--- src/rtl/d_port_master_pkg.sv ---
// d_port_master_pkg: direction, op and state encodings shared by the data-memory port master
package d_port_master_pkg;
   localparam logic DIRECTION_READ  = 1'b0;
   localparam logic DIRECTION_WRITE = 1'b1;
   typedef enum logic [1:0] {
      D_OP_READ  = 2'd0,
      D_OP_WRITE = 2'd1,
      D_OP_ADD   = 2'd2,
      D_OP_RSVD  = 2'd3
   } d_op_e;
   localparam logic [2:0] S_IDLE = 3'd0;
   localparam logic [2:0] S_RD   = 3'd1;
   localparam logic [2:0] S_GAP  = 3'd2;
   localparam logic [2:0] S_WR   = 3'd3;
   localparam logic [2:0] S_DONE = 3'd4;
   function automatic logic [7:0] add8(input logic [7:0] a, input logic [7:0] b);
      return a + b;
   endfunction
endpackage

--- src/rtl/d_port_master.sv ---
// d_port_master: data-memory port initiator running READ, WRITE and ADD (read-modify-write) with ack timeout
module d_port_master
   import d_port_master_pkg::*;
#(
   parameter int d_addr_width = 8,
   parameter int ack_timeout  = 16
) (
   input  logic                    clk,
   input  logic                    rst,
   input  logic                    cmd_valid,
   output logic                    cmd_ready,
   input  logic [1:0]              cmd_op,
   input  logic [d_addr_width-1:0] cmd_addr,
   input  logic [7:0]              cmd_wdata,
   output logic                    rsp_valid,
   output logic [7:0]              rsp_data,
   output logic                    rsp_err,
   output logic                    busy,
   output logic                    d_req,
   output logic                    d_dir,
   output logic [d_addr_width-1:0] d_addr,
   output logic [7:0]              d_wdata,
   input  logic                    d_ack,
   input  logic [7:0]              d_rdata
);
   localparam int cw = ack_timeout > 1 ? $clog2(ack_timeout + 1) : 1;
   localparam logic [cw-1:0] cnt_last = cw'(ack_timeout > 0 ? ack_timeout - 1 : 0);
   logic [2:0]    state, state_n;
   logic          req_q, is_add, in_xfer, ack_ok, tmo;
   logic [7:0]    delta;
   logic [cw-1:0] cnt;
   assign in_xfer = state == S_RD || state == S_WR;
   // an ack only counts once req has been high for a full cycle, so a lingering ack is never taken as new
   assign ack_ok  = in_xfer && d_ack && req_q;
   assign tmo     = (ack_timeout != 0) && in_xfer && !ack_ok && cnt == cnt_last;
   always_comb begin
      state_n = state;
      case (state)
         S_IDLE:  state_n = cmd_valid ? (cmd_op == D_OP_WRITE ? S_WR : S_RD) : S_IDLE;
         S_RD:    state_n = tmo ? S_DONE : ack_ok ? (is_add ? S_GAP : S_DONE) : S_RD;
         S_GAP:   state_n = S_WR;
         S_WR:    state_n = (tmo || ack_ok) ? S_DONE : S_WR;
         default: state_n = S_IDLE;
      endcase
   end
   always_ff @(posedge clk or posedge rst) begin
      if (rst) begin
         state     <= S_IDLE;
         req_q     <= 1'b0;
         is_add    <= 1'b0;
         delta     <= '0;
         cnt       <= '0;
         cmd_ready <= 1'b1;
         busy      <= 1'b0;
         d_req     <= 1'b0;
         d_dir     <= DIRECTION_READ;
         d_addr    <= '0;
         d_wdata   <= '0;
         rsp_valid <= 1'b0;
         rsp_data  <= '0;
         rsp_err   <= 1'b0;
      end else begin
         state     <= state_n;
         req_q     <= d_req;
         cmd_ready <= state_n == S_IDLE;
         busy      <= state_n != S_IDLE;
         d_req     <= state_n == S_RD || state_n == S_WR;
         d_dir     <= state_n == S_WR ? DIRECTION_WRITE : DIRECTION_READ;
         cnt       <= (in_xfer && state_n == state) ? cnt + 1'b1 : '0;
         rsp_valid <= state_n == S_DONE;
         rsp_err   <= tmo;
         if (state == S_IDLE && cmd_valid) begin
            is_add <= cmd_op == D_OP_ADD;
            delta  <= cmd_wdata;
            d_addr <= cmd_addr;
            if (cmd_op == D_OP_WRITE) d_wdata <= cmd_wdata;
         end
         if (state == S_RD && ack_ok && is_add) d_wdata <= add8(d_rdata, delta);
         if (state_n == S_DONE) rsp_data <= tmo ? '0 : state == S_RD ? d_rdata : d_wdata;
      end
   end
endmodule

--- config.mk ---
export PLATFORM = sky130hd
export DESIGN_NAME = d_port_master
export DESIGN_NICKNAME = d
export VERILOG_FILES = /design/src/rtl/d_port_master_pkg.sv /design/src/rtl/d_port_master.sv
export SDC_FILE = /design/constraint.sdc
export NUM_CORES = 1
export LEC_CHECK = 0
export ABC_CLOCK_PERIOD_IN_PS = 1700
export BUFFER_PORTS_ARGS = -buffer_cell sky130_fd_sc_hd__buf_2
export CAP_MARGIN = 20
export CORE_MARGIN = 5
export CORE_UTILIZATION = 31
export CTS_CLUSTER_DIAMETER = 60
export CTS_CLUSTER_SIZE = 30
export DETAILED_ROUTE_END_ITERATION = 6
export MAX_ROUTING_LAYER = met4
export SYNTH_ARGS = -nofsm -noshare
export SYNTH_HDL_FRONTEND = slang
export SYNTH_SLANG_ARGS = --single-unit
--- constraint.sdc ---
create_clock -name clk -period 1.7 [get_ports clk]
set_input_delay 0.085 -clock clk [delete_from_list [all_inputs] [get_ports clk]]
set_output_delay 0.085 -clock clk [all_outputs]
set_load 0.02 [all_outputs]
; ---- After elaboration in Yosys (flattened, before gate mapping)
; Index checks and enable logic that the tools add are counted.
[word_totals]
wordCells = 58
ff_bits = 48
out_inout_bits = 30
[classes]
addsub = 2
reduce_logical = 18
eq_ne = 10
muxes = 14
[op_table]
columns = cell, count
row1 = $mux W8, 5
row2 = $mux W3, 4
row3 = $pmux W3 S4, 1
row4 = $eq A3 B2 Y1 const B, 3
row5 = $add A8 B8 Y8, 1
row6 = $logic_and A1 B1 Y1, 8
row7 = $eq A3 B1 Y1 const B, 2
row8 = $logic_not A3 Y1, 2
row9 = $add A5 B1 Y5 const B, 1
row10 = $eq A5 B4 Y1 const B, 1
row11 = $mux W5, 1
row12 = $mux W2, 2
row13 = $reduce_bool A2 Y1, 2
row14 = $eq A3 B3 Y1, 1
row15 = $eq A3 B3 Y1 const B, 1
row16 = $logic_or A1 B1 Y1, 3
row17 = $reduce_bool A3 Y1, 1
row18 = $eq A2 B1 Y1 const B, 1
row19 = $eq A2 B2 Y1 const B, 1
row20 = $reduce_and A2 Y1, 1
row21 = $logic_not A1 Y1, 1
row22 = $mux W1, 1

; ---- Logic depth before layout (Yosys ltp)
[logic_depth]
word_depth = 13
ltp_mapped = 8
ltp_nobuf = 8

; ---- Least setup slack after synthesis
; No wires, ideal clock.
[synth_timing]
kind = reg2reg
startpoint = register cnt[0]
endpoint = register busy
arrival_time_ns = 1.695
setup_time_ns = 0.135
path_slack_ns = -0.130
stages_incl_launch_ff = 8
period_less_slack_ns = 1.830
path_cell_list = dfrtp_1 ha_1 and3_1 ha_1 o21a_2 nand2_8 inv_2 or3_4
[synth_between]
elab_chain_len = 6
word_cells_on_any_way = 7
[synth_lines]
columns = item, line
row1 = "start, declared", d_port_master.sv:31  ; logic [cw-1:0] cnt;
row2 = "start signal, assigned", d_port_master.sv:69  ; cnt <= (in_xfer && state_n == state) ? cnt + 1'b1 : '0;
row3 = $eq A5 B4 Y1 (*), d_port_master.sv:35  ; assign tmo = (ack_timeout != 0) && in_xfer && !ack_ok && cnt == cnt_last;
row4 = $logic_and A1 B1 Y1 (*), d_port_master.sv:35
row5 = $logic_or A1 B1 Y1, d_port_master.sv:42  ; S_WR: state_n = (tmo || ack_ok) ? S_DONE : S_WR;
row6 = $mux W3, d_port_master.sv:42
row7 = $pmux W3 S4 (*), d_port_master.sv:38  ; case (state)
row8 = via state_n[2], d_port_master.sv:28  ; logic [2:0] state, state_n;
row9 = $reduce_bool A3 Y1 (*), d_port_master.sv:66  ; busy <= state_n != S_IDLE;
row10 = "end signal, assigned", d_port_master.sv:54  ; busy <= 1'b0;
row11 = "end signal, assigned", d_port_master.sv:66
row12 = "end, declared", d_port_master.sv:18  ; output logic busy,
; The timed path passes the listed nets; every way through them passes the cells marked *.
; A chain may end at the register's enable or synchronous reset.

; ---- Final worst setup path
[layout_timing]
startpoint = register cnt[1]
endpoint = register busy
; Same word-level chain as after synthesis.

==> impl_metrics.env <==
export IMPL_die_area_um2=9130
export IMPL_yosys_warnings=0
export IMPL_netlist_instances=191
export IMPL_clock_sinks=48
export IMPL_n_antenna_cell=0
export IMPL_layout_area_overhead_vs_synth_pct=36.4
export IMPL_setup_worst_path_start_class="flip-flop"
export IMPL_drt_iter0_markers=34
export IMPL_grt_overflow=0
export IMPL_drive_gt1_share_pct=46.8
export IMPL_syn_avg_cell_area_um2=11.9
export IMPL_ant_nets=0
export IMPL_antenna_found_initial=0
export IMPL_synth_async_reset_ratio_pct=100
export IMPL_setup_ws_ns=-0.0324
export IMPL_layout_nets=319
export IMPL_io_pin_count=60
export IMPL_criticalPathCategory="reg2reg"
export IMPL_clock_latency_ns=0.30
export IMPL_slew_headroom_pct=66.0
export IMPL_crit_required_ns=1.88
export IMPL_die_x_um=95.6
export IMPL_finalSetupViolations=3
export IMPL_die_h_um=95.6
export IMPL_dr_pass1_iters=4
export IMPL_totalWireLength_um=5360
export IMPL_synth_edf_count=0
export IMPL_end_kind="flip-flop"
export IMPL_design_core_area_um2=7180
export IMPL_num_vias=1677
export IMPL_instances_no_fill=379
export IMPL_dp_cells=365
export IMPL_drv_cap=0
export IMPL_via_per_inst=4.42
export IMPL_cts_max_level=2
export IMPL_clkTransAtPathRegs_ns=0.09
export IMPL_grt_pass1_wl_um=8760
export IMPL_ys_seq_area_share_pct=53.0
export IMPL_p_per_area_nw_per_um2=1820
export IMPL_cts_tree="done"
export IMPL_rsz0062_at_grt="true"
export IMPL_portBuffers=59
export IMPL_peakVddDrop_mv=0.679
export IMPL_min_period_ns=1.73
export IMPL_wl_per_cell_um=14.1
export IMPL_grt_max_degree=26
export IMPL_status="complete, but fails checks"
export IMPL_crit_fanout=4
export IMPL_std_cell_rows=31
export IMPL_synth_cell_type_count=36
export IMPL_path_delay_family="simple AND/OR/NAND/NOR gates"
export IMPL_clock_root_buffer="clkbuf_8"
export IMPL_path_cells="ha_2, and3_4, ha_4, o21a_4, nand2_8, inv_4, or3_4"
export IMPL_post_route_period_util_pct=102
export IMPL_hold_class="in2reg"
export IMPL_numCtsBuffers=5
export IMPL_place_gp_congestion=0.845
export IMPL_hold_viol=0
export IMPL_tightest_slew_ns=0.510
export IMPL_grt_usage_pct=12.9
export IMPL_violations="setup timing"
export IMPL_cp_data_arrival_time_ns=1.91
export IMPL_synth_ff_type="dfrtp_1"
export IMPL_grt_pass1_vias=1805
export IMPL_whs_ns=0.0147
export IMPL_hpwlAfterDp_um=4010
export IMPL_final_max_slew_viol_count=0
export IMPL_p_leak_nw=1.54
export IMPL_fin_worst_skew_ns=0.00536
export IMPL_drc=0
export IMPL_syn_nets=231
export IMPL_ys_ff_latch=48
export IMPL_crit_slowest_cell="dfrtp_1"
export IMPL_initial_core_util_pct=31.6
export IMPL_cpPeakStageDelay_ns=0.39
export IMPL_fmax_mhz=577
export IMPL_cts_max_path_buffers=2
export IMPL_synth_area_um2=2270
export IMPL_path_buf_inv=1
[layout make-up]
| cell class | instances | area (um2) |
|---|---|---|
| clock inverter | 2 | 10.0 |
| sequential | 48 | 1200 |
| fill | 709 | 4080 |
| tap | 99 | 124 |
| multi-input combinational | 128 | 1100 |
| timing repair buffer | 86 | 542 |
| clock buffer | 6 | 82.6 |
| inverter | 10 | 40.0 |
[cells in the final DEF (no fill, tap or decap), drive strengths merged, types with 3 or more instances in the layout]
cell type / synthesis / layout
inv: 10 / 10
nor3: 3 / 3
mux2i: 20 / 20
o21a: 3 / 3
dfrtp: 47 / 47
buf: 5 / 85
nor2: 11 / 11
and3: 3 / 3
xor2: 3 / 3
and2: 3 / 3
mux2: 16 / 16
ha: 9 / 9
a21oi: 3 / 3
clkbuf: 0 / 6
nand2: 17 / 17
o21ai: 15 / 15
xnor2: 4 / 4
[power breakdown]
group	switching, mW	total (mW)	internal (mW)	leakage (nW)
sequential	0.290	1.94	1.65	0.590
clock	0.386	0.711	0.326	0.0510
combinational	1.58	2.98	1.41	0.897
total	2.25	5.63	3.38	1.54
[through the flow]
stage	setup slack (ns)	util, %	power (mW)	TNS [ns]	area, um2
2_1_floorplan	-0.0132	-	3.73	-0.0132	2300
3_3_place_gp	-0.0567	40.2	4.71	-0.130	2890
3_5_place_dp	-0.0874	40.2	4.76	-0.239	2890
4_1_cts	-0.0169	42.2	5.55	-0.0336	3030
5_1_grt	-0.0842	43.2	6.09	-0.286	3100
6_report	-0.0324	43.2	5.63	-0.0573	3100
[path summary, 6_finish.rpt]
path | from | to | slack (ns) | cells after the start
min in group asynchronous | rst | d_req | 0.36 | 3
max in group asynchronous | rst | rsp_data[4] | 0.82 | 4
worst max-delay path | cnt[1] | busy | -0.03 | 7
worst min register to register | d_req | req_q | 0.38 | 0
worst max register to register | cnt[1] | busy | -0.03 | 7
worst min-delay path | cmd_addr[7] | d_addr[7] | 0.01 | 2
[state kept, by name (all words and copies together), names as in the netlist, 3 cells and up]
| signal | flops |
|---|---|
| cnt | 5 |
| d_addr | 8 |
| d_wdata | 8 |
| delta | 8 |
| rsp_data | 8 |
| state | 3 |
[cell families (layout without fill, tap and decap cells)]
logic type | Yosys count | in the layout | synth area share (%)
compound gates | 28 | 28 | 7.44
xor+xnor | 7 | 7 | 2.70
fa+ha+maj | 10 | 10 | 5.84
buf+inv | 15 | 104 | 3.03
flops | 48 | 48 | 53.0
mux | 36 | 36 | 16.8
simple gates | 47 | 47 | 11.2
[per-layer routing]
layer | share of wire, % | vias up | wire length (um) | track usage [%]
li1 | - | 843 | - | -
met1 | 48 | 791 | 2570 | 17.4
met2 | 47 | 36 | 2540 | 19.7
met3 | 3.3 | 7 | 176 | 2.37
met4 | 1.4 | 0 | 77 | 3.67
met5 | 0 | - | 0 | -
[timing repair]
| item | 4_1_cts | 5_1_grt |
|---|---|---|
| hold buffers | 1 | 0 |
| pin swaps | 2 | 4 |
| endpoints found under the hold margin | 22 | 0 |
| resized for setup | 7 | 8 |
| endpoints found under the setup margin | 5 | 13 |
| setup buffers | 2 | 3 |
[cells in the mapped netlist, types with 3 or more instances]
library cell	instances	area share, %
dfrtp_1	47	52
mux2i_1	20	8.8
mux2_2	16	7.9
nand2_1	16	2.6
o21ai_0	14	3.1
nor2_1	11	1.8
ha_1	9	5.0
inv_1	8	1.3
buf_2	4	0.88
xnor2_1	4	1.5
a21oi_1	3	0.66
and2_1	3	0.83
and3_1	3	0.83
nor3_1	3	0.66
xor2_1	3	1.2
Power figures use the tool's default switching activity.
